## src/rtl/uart_tx_arb.sv

```systemverilog
// uart_tx_arb: round-robin arbiter sharing one UART transmitter.
// Latches a winner's byte, pulses trmt, reports done on frame end.
//
// Ports:
//   clk, rst       clock, async active-high reset
//   req, req_data  per-requester level request and packed bytes
//   ack            1-cycle pulse when a requester's byte is latched
//   done           1-cycle pulse when that requester's frame has left
//   trmt, tx_data  launch pulse and held byte to the transmitter
//   tx_done        transmitter frame-complete level
//   busy           high while not idle
//   grant_id       current or last-served requester
//
// Build option: define UART_ARB_PRIO0_EN to give requester 0
// strict priority over the round-robin group.
module uart_tx_arb #(
    parameter int NUM_REQ = 4,
    parameter int DATA_W  = 8,
    localparam int IW = $clog2(NUM_REQ)
) (
    input  logic                      clk,
    input  logic                      rst,
    input  logic [NUM_REQ-1:0]        req,
    input  logic [NUM_REQ*DATA_W-1:0] req_data,
    output logic [NUM_REQ-1:0]        ack,
    output logic [NUM_REQ-1:0]        done,
    output logic                      trmt,
    output logic [DATA_W-1:0]         tx_data,
    input  logic                      tx_done,
    output logic                      busy,
    output logic [IW-1:0]             grant_id
);

    typedef enum logic [1:0] {
        IDLE,
        LAUNCH,
        WAIT
    } state_t;

    state_t state, state_n;

    logic [IW-1:0]      ptr, ptr_n;
    logic [IW-1:0]      win, idx, grant_n;
    logic [IW:0]        sum;
    logic               win_vld;
    logic [DATA_W-1:0]  slot [NUM_REQ];
    logic [DATA_W-1:0]  tx_data_n;
    logic [NUM_REQ-1:0] ack_n, done_n;
    logic               trmt_n;

    for (genvar g = 0; g < NUM_REQ; g++) begin : g_slot
        assign slot[g] = req_data[g*DATA_W +: DATA_W];
    end

    // First set request searching upward from ptr with wrap.
    always_comb begin
        win_vld = 1'b0;
        win     = '0;
        sum     = '0;
        idx     = '0;
        for (int k = 0; k < NUM_REQ; k++) begin
            sum = {1'b0, ptr} + (IW+1)'(k);
            if (sum >= (IW+1)'(NUM_REQ))
                sum = sum - (IW+1)'(NUM_REQ);
            idx = sum[IW-1:0];
            if (!win_vld && req[idx]) begin
                win_vld = 1'b1;
                win     = idx;
            end
        end
`ifdef UART_ARB_PRIO0_EN
        if (req[0]) begin
            win_vld = 1'b1;
            win     = '0;
        end
`endif
    end

    always_comb begin
        state_n   = state;
        ptr_n     = ptr;
        grant_n   = grant_id;
        tx_data_n = tx_data;
        trmt_n    = 1'b0;
        ack_n     = '0;
        done_n    = '0;
        unique case (state)
            IDLE: begin
                if (win_vld) begin
                    state_n    = LAUNCH;
                    grant_n    = win;
                    tx_data_n  = slot[win];
                    trmt_n     = 1'b1;
                    ack_n[win] = 1'b1;
                end
            end
            // tx_done may still be high from the previous
            // frame; wait for the transmitter to clear it.
            LAUNCH: begin
                if (!tx_done)
                    state_n = WAIT;
            end
            WAIT: begin
                if (tx_done) begin
                    state_n          = IDLE;
                    done_n[grant_id] = 1'b1;
`ifdef UART_ARB_PRIO0_EN
                    if (grant_id != '0)
                        ptr_n = (grant_id == IW'(NUM_REQ-1)) ?
                                '0 : grant_id + IW'(1);
`else
                    ptr_n = (grant_id == IW'(NUM_REQ-1)) ?
                            '0 : grant_id + IW'(1);
`endif
                end
            end
            default: state_n = IDLE;
        endcase
    end

    always_ff @(posedge clk or posedge rst) begin
        if (rst) begin
            state    <= IDLE;
            ptr      <= '0;
            grant_id <= '0;
            tx_data  <= '0;
            trmt     <= 1'b0;
            ack      <= '0;
            done     <= '0;
            busy     <= 1'b0;
        end else begin
            state    <= state_n;
            ptr      <= ptr_n;
            grant_id <= grant_n;
            tx_data  <= tx_data_n;
            trmt     <= trmt_n;
            ack      <= ack_n;
            done     <= done_n;
            busy     <= (state_n != IDLE);
        end
    end

endmodule

```

## config.mk

```make
export PLATFORM = sky130hd
export DESIGN_NAME = uart_tx_arb
export DESIGN_NICKNAME = d
export VERILOG_FILES = /design/src/rtl/uart_tx_arb.sv
export SDC_FILE = /design/constraint.sdc
export NUM_CORES = 1
export LEC_CHECK = 0
export CORE_MARGIN = 3
export CORE_UTILIZATION = 40
export DETAILED_ROUTE_END_ITERATION = 10
export MAX_ROUTING_LAYER = met4
export PLACE_DENSITY = 0.79
export SYNTH_ARGS = -nofsm -noshare
export SYNTH_HDL_FRONTEND = slang
export SYNTH_SLANG_ARGS = --single-unit
```

## constraint.sdc

```tcl
create_clock -name clk -period 2.9 [get_ports clk]
set_input_delay 0.725 -clock clk [delete_from_list [all_inputs] [get_ports clk]]
set_output_delay 0.725 -clock clk [all_outputs]
set_load 0.03 [all_outputs]
```

==> impl_summary.txt <==
----------------------------------------------------
[Routing]
  Number of iterations in the first detailed-routing pass ... 4
  Vias per Instance ... around 5.3
  Vias after detailed routing ... 1,155
  Wire length reported by the detailed router ... ~3200 um
  Antenna-violating nets left ... 0
  Post-DR wirelength/cell ... 15.0 um
  DR DRC count ... 0
  Number of DRC markers after the initial detailed-route iteration ... 36

[Timing]
  Ratio of final minimum period to clock period ... 0.803
  Shortest clock period the worst path allows after layout ... 2330 ps
  Unrepaired setup endpoints after global routing ... false
  Maximum frequency from static timing analysis ... 430 MHz
  Actual slew at the worst max-slew pin ... 682 ps
  Total negative setup slack ... 0 ps
  Total setup violations reported at the end of the flow ... 0
  Hold Slack ... 557 ps
  Final hold violations ... 0
  Relative slew margins ... 0.544
  Max-slew violation count ... 0
  Clock skew ... slightly below 5 ps

[Placement]
  Detailed Place HPWL ... 2560 um
  Post-placement cell count ... approximately 210
  Placed instance area ... 1850 um^2
  Gpl congestion ... 0.927
  Count of input and output buffers ... 58

[Pwr]
  Switching power ... 778 uW
  Part of the total power dissipated in sequential elements ... 0.313
  P per Cell Area ... 949 nW/um^2
  Part of the total power dissipated in combinational logic ... 0.552
  P_leak ... 0.832 nW
  Proportion of power drawn by the clock network ... 0.135
  Switching portion of total power ... 0.431
  Tot Pwr ... between 1.5 and 2 mW
  Internal power ... 1.03 mW
  Maximum resistive drop on vdd ... 450 uV

[GRT]
  Total gr overflow ... 0
  Overall Global Routing Usage ... 0.175
  Wire length of the first global-routing pass ... 4930 um
  Maximum number of pins on one net before global-route repair ... 25
  Via count of the first global-routing pass ... roughly 1,100
  Initial antenna violation count ... 0

[Yosys]
  Share of the synthesized area in the top cell type ... 0.481
  Synth Instances ... 125
  Top cells by area, synth ... sky130_fd_sc_hd__dfrtp_1 48%, sky130_fd_sc_hd__a211oi_1 9.6%, sky130_fd_sc_hd__mux2i_1 6.4%
  Cell taking the most area after synthesis ... sky130_fd_sc_hd__dfrtp_1
  Cell Area, Synth ... 1250 um^2
  Synth unique cells ... 29
  Number of warning messages in the yosys log ... 0
  Sequential-to-total area share from yosys stat ... 0.481
  Count of state elements after synthesis ... 24
  Avg Synthesized Cell Area ... 9.98 um^2
  Post-Syn Nets ... 168

[Setup path]
  Category of cells accounting for the largest share of critical-path delay ... simple AND/OR/NAND/NOR gates
  Worst setup SP type ... input pin
  Worst path buffer plus inverter count ... 1
  Cell type with the highest occurrence count on the critical path ... sky130_fd_sc_hd__a211oi_1
  Cell breakdown of the critical path ... clkdlybuf4s50_1 -> nor4_1 -> nand2b_1 -> a41o_1 -> a211oi_1 -> a211oi_1
  Setup crit end kind ... register
  Type of the worst setup path ... input pin to register
  Cell with the largest stage delay on the worst path ... sky130_fd_sc_hd__clkdlybuf4s50_1
  Number of cells on the critical path ... 6
  Data required time of the worst path ... roughly 3100 ps
  Arrival time of data at the critical path endpoint ... 2560 ps
  Biggest cell delay along the critical path ... around 500 ps
  Max FO, Critical Path ... 9
  Cell depth of the worst flop-to-flop path ... 5

[Finish]
  Net count, final ... 229
  Top library cells by usage in the layout, fill and taps aside ... 58 x sky130_fd_sc_hd__clkdlybuf4s50_1, 24 x sky130_fd_sc_hd__dfrtp_1, 19 x sky130_fd_sc_hd__nor2_1
  Diodes inserted ... 0
  Layout fillers ... about 230
  Post-route non-filler standard cell count ... ~220
  Share of post-route cells with drive strength above 1 ... 0.0378
  Final non-filler cell area ... 1900 um^2
  Synth-to-layout area growth ... 52.5%
  Most common cell after layout, fill and taps aside ... sky130_fd_sc_hd__clkdlybuf4s50_1

[Floorplanning]
  Top-level port count ... 59
  Die height ... 61.8 um
  Die area ... 3820 um^2
  Number of rows created at floorplan ... 19
  Core region area ... between 2000 and 3000 um^2
  Die X-Extent ... 61.8 um
  Initial Util ... 0.437

[CTS]
  Worst-skew pair later-pin latency ... 320 ps
  Maximum clock path buffer count ... 2
  Clock tree from TritonCTS ... done
  Total number of H-tree levels ... 1
  CTS root buf ... sky130_fd_sc_hd__clkbuf_4
  Num CTS Buffers ... 3
  Resized cells post-CTS ... 0
  Post-CTS setup buffer count ... 0
  Clock transition at the registers of the reported paths ... approximately 140 ps
  Hold-fix buffers, CTS ... 0
  Number of sinks driven by the clock tree ... 24

[Flow run]
  Number of max-capacitance violations reported ... 0

[Outcome]
  Outcome ... finished, final reports clean

[Hold path]
  WHS Path Cells ... 1
  Kind of path behind the tightest hold check ... register to register

----------------------------------------------------
## metal layers
layer	share of wire	track usage
met1	0.41	0.205
met2	0.52	0.305
met5	0	-
met4	0.029	0.0636
met3	0.042	0.0248
## power by group through the flow
stage / Sequential [mW] / Combinational [mW] / Clock, mW
after floorplan: 0.763 / 0.449 / 0
after global placement: 0.564 / 0.971 / 0
after detailed placement: 0.571 / 0.996 / 0
after CTS: 0.565 / 0.999 / 0.245
after global routing: 0.581 / 1.08 / 0.258
final: 0.565 / 0.997 / 0.243
## path summary, 6_finish.rpt
check / end / slack, ps / start
setup reg to reg: tx_data[4] / 1070 / ptr[1]
hold / removal: state[0] / 560 / state[1]
min in group asynchronous: ack[1] / 720 / rst
setup / recovery: tx_data[0] / 570 / req[0]
hold reg to reg: state[0] / 560 / state[1]
max in group asynchronous: ptr[1] / 1950 / rst
## state kept, by name, indices dropped and copies added (netlist names)
signal	cells
tx_data	8
ack	4
done	4
grant_id	2
ptr	2
state	2
busy	1
trmt	1
## kinds of logic after synthesis
family,count (synthesis),share of synthesized area
buf+inv,16,0.0592
simple gates,38,0.148
flops,24,0.481
compound gates,33,0.191
xor+xnor,1,0.00702
mux,9,0.0732
fa+ha+maj,4,0.0401
## Yosys cell counts (all sizes together)
| master | instances |
|---|---|
| nor2b | 1 |
| nor2 | 19 |
| mux2i | 8 |
| mux2 | 1 |
| o21ai | 3 |
| a21o | 2 |
| nand2 | 4 |
| a21oi | 2 |
| ha | 4 |
| nand4 | 1 |
| nand3b | 2 |
| nand3 | 1 |
| o22ai | 1 |
| and2 | 4 |
| dfrtp | 24 |
| nand2b | 2 |
| buf | 3 |
| nor3 | 1 |
| xnor2 | 1 |
| a31oi | 8 |
| and3 | 2 |
| nor4 | 1 |
| inv | 13 |
| a41o | 1 |
| a211oi | 16 |
## area by class of cell
type,count,area (um^2),area share
Clock buffer,3,22.5,0.0118
Clock inverter,1,30.0,0.0158
Inverter,13,48.8,0.0257
Multi-Input combinational cell,85,573,0.301
Sequential cell,24,601,0.316
Tap cell,31,38.8,0.0204
Timing Repair Buffer,59,588,0.309
## per-stage QoR
stage	utilization	setup slack [ps]
after floorplan	-	1060
after global placement	0.648	381
after detailed placement	0.648	262
after CTS	0.667	592
after global routing	0.667	416
final	0.667	573
No activity file was read; power rests on OpenSTA's default activity.
==> edit, RTL diff (config.mk and constraints unchanged) <==
Set the parameter `NUM_REQ` to 8 (it was 4).
--- a/src/rtl/uart_tx_arb.sv
+++ b/src/rtl/uart_tx_arb.sv
@@ -16,3 +16,3 @@
 module uart_tx_arb #(
-    parameter int NUM_REQ = 4,
+    parameter int NUM_REQ = 8,
     parameter int DATA_W  = 8,
Ports: changed (5 resized); port bits go from 59 to 104. The function was not compared with the original's and may differ.
==> edit against the original RTL <==
  * The run now ends with negative setup slack left
  * Synthesized area rose by 120%
  * Sequential share of layout area fell by 14 points
  * Final cell count rose by 140%
  * Count of clock-buffer cells in the layout rose by 4
  * Routed wire length rose to 3.4 times the old value
  * Maximum frequency fell by 31%
  * Sequential cell count rose by 10
  * Worst setup slack got worse by 1.1 ns
  * Design area rose to 2.5 times the old value
  * Critical path depth rose by 9
  * Hold slack got worse by 0.052 ns
Power is left out: the tool's default activity adds up to more than one toggle a clock period on the data nets, which glitch-free logic cannot reach.
==> edit: results (changes against the original RTL) <==
[status]
outcome=complete, but fails checks
violations=negative setup slack

[sta]
clock_skew_ns=0.00727  ; +0.00233 ns
hold_slack_ns=0.505  ; -0.0521 ns
setup_viol=22  ; +22
setup_ws_ns=-0.486  ; -1.06 ns
slew_headroom_pct=67.0  ; +13 points

[worst_setup_path]
critPathMaxFanout=7  ; -2
cp.arrival_ns=3.56  ; +1.00 ns
crit_path_top_delay_cell=dfrtp_1
crit_family=compound AO/OA/AOI/OAI gates
rr_endpoint=tx_data[1]
rr_startpoint=ptr[0]
max_stage_delay_ns=0.40  ; -0.10 ns
rr_worst_depth=15  ; +10

[synthesis]
ys.flop_type=dfrtp_1
async_reset_ff_share_pct=100  ; unchanged
syn_nets=347  ; +110%
seq_area_frac_synth_pct=30.7  ; -17 points
yosysWarnings=0  ; unchanged
netlist_top_cells_area=dfrtp_1 31%, mux2i_1 17%, mux4_2 8.1%, mux2_2 3.7%, o32a_1 2.5%
synth_cell_types=55  ; +90%
yosys-top-cells-count=46 x mux2i_1, 34 x dfrtp_1, 18 x nor2_1

[clock_network]
numCtsBuffers=5  ; +2
clock-root-buffer=clkbuf_8
clk_latency_ns=0.29  ; -0.03 ns
clockBufferDepth=2  ; unchanged
h-tree-depth=2  ; +1
cts.clk_slew.worst_paths_ns=0.08  ; -0.06 ns

[placement]
dp_hpwl_um=6860  ; +170%
dp_slack_ns=-0.927  ; -1.19 ns
numPortBuffers=103  ; +78%
gp_congestion=0.903  ; -2.5%

[drt]
avgRoutedWirePerCell_um=21.4  ; +42%
drt_pre_antenna_iters=4  ; unchanged
first_iter_violations=226  ; +530%
viasPerCell=6.07  ; +13%

[finish]
layout.nets=516  ; +130%
drive_gt1_share_pct=33.8  ; +30 points
area_growth_pct=72.8
fillers=404  ; +79%
top_regs=ack: 8 flops, done: 8 flops, tx_data: 8 flops
diodes=0  ; unchanged

[hold_path]
whs_path_depth=1  ; unchanged
hold_end=tx_data[5]
hold_start=tx_data[5]
min_path_type=register to register

[global_routing]
first_global_vias=3133  ; +180%
grt_overflow=0  ; unchanged
antenna_found_initial=0  ; unchanged
grt_usage_pct=26.8  ; +9.2 points
grt_max_degree=35  ; +40%
grt_pass1_wl_um=15700  ; +220%

==> edit: worst max path at each step <==
stage,from,endpoint,slack (ns),cells past startpoint
floorplan,ptr[0],tx_data[1],-0.37,12
global placement,req[7],tx_data[4],-0.88,12
detailed placement,req[7],tx_data[3],-0.93,10
CTS,req[1],tx_data[5],-0.35,12
global route,ptr[0],tx_data[1],-0.63,15
finish,ptr[0],tx_data[1],-0.49,15
==> edit: cells by family after synthesis <==
logic type / after synthesis / share of synthesized area [%]
xor gates and xnor gates: 5 / 1.58
and+or+nand+nor: 73 / 14.0
buffers and inverters: 22 / 4.78
muxes: 66 / 28.8
DFF: 34 / 30.7
adders and majority gates: 4 / 1.80
AOI/OAI and AO/OA: 64 / 18.4
==> edit: layout make-up <==
cell class                      instances  share of cell area, %
Clock buffer                            7                   1.80
Clock inverter                          1                  0.104
Inverter                                8                  0.626
Multi-Input combinational cell        214                   43.3
Sequential cell                        34                   17.7
Tap cell                               77                   2.01
Timing Repair Buffer                  174                   34.5
==> edit: per-layer routing <==
metal	vias up	track usage [%]	share of wire, %
met2	162	45.7	55
met4	0	11.8	3.4
li1	1364	-	-
met3	39	4.79	5.2
met1	1559	30.7	37
met5	-	-	0
==> edit: stage by stage <==
stage / util, % / TNS [ns] / area [µm²] / instances
detailed placement: 65.9 / -17.22 / 4310 / 496
global route: 73.4 / -9.80 / 4800 / 515
CTS: 72.3 / -3.79 / 4720 / 512
floorplan: - / -4.96 / 2800 / 268
finish: 73.4 / -7.07 / 4800 / 515
global placement: 65.9 / -16.02 / 4310 / 496
==> edit: repair_timing <==
item | 4_1_cts | 5_1_grt
resized for setup | 58 | 15
pin swaps | 15 | 12
cloned | 2 | 0
buffers inserted | 10 | 4
endpoints found under the setup margin | 22 | 22
==> edit: worst register-to-register path, stage by stage (launching register included) <==
cell      delay (ns)
dfrtp_1         0.40
inv_2           0.09
ha_4            0.21
buf_4           0.17
mux2i_1         0.16
mux2_2          0.30
a221oi_2        0.29
buf_4           0.21
nor3_1          0.07
a211oi_2        0.35
o22ai_4         0.12
buf_12          0.16
buf_4           0.15
nand4_4         0.12
o21ai_0         0.15
o32a_1          0.35
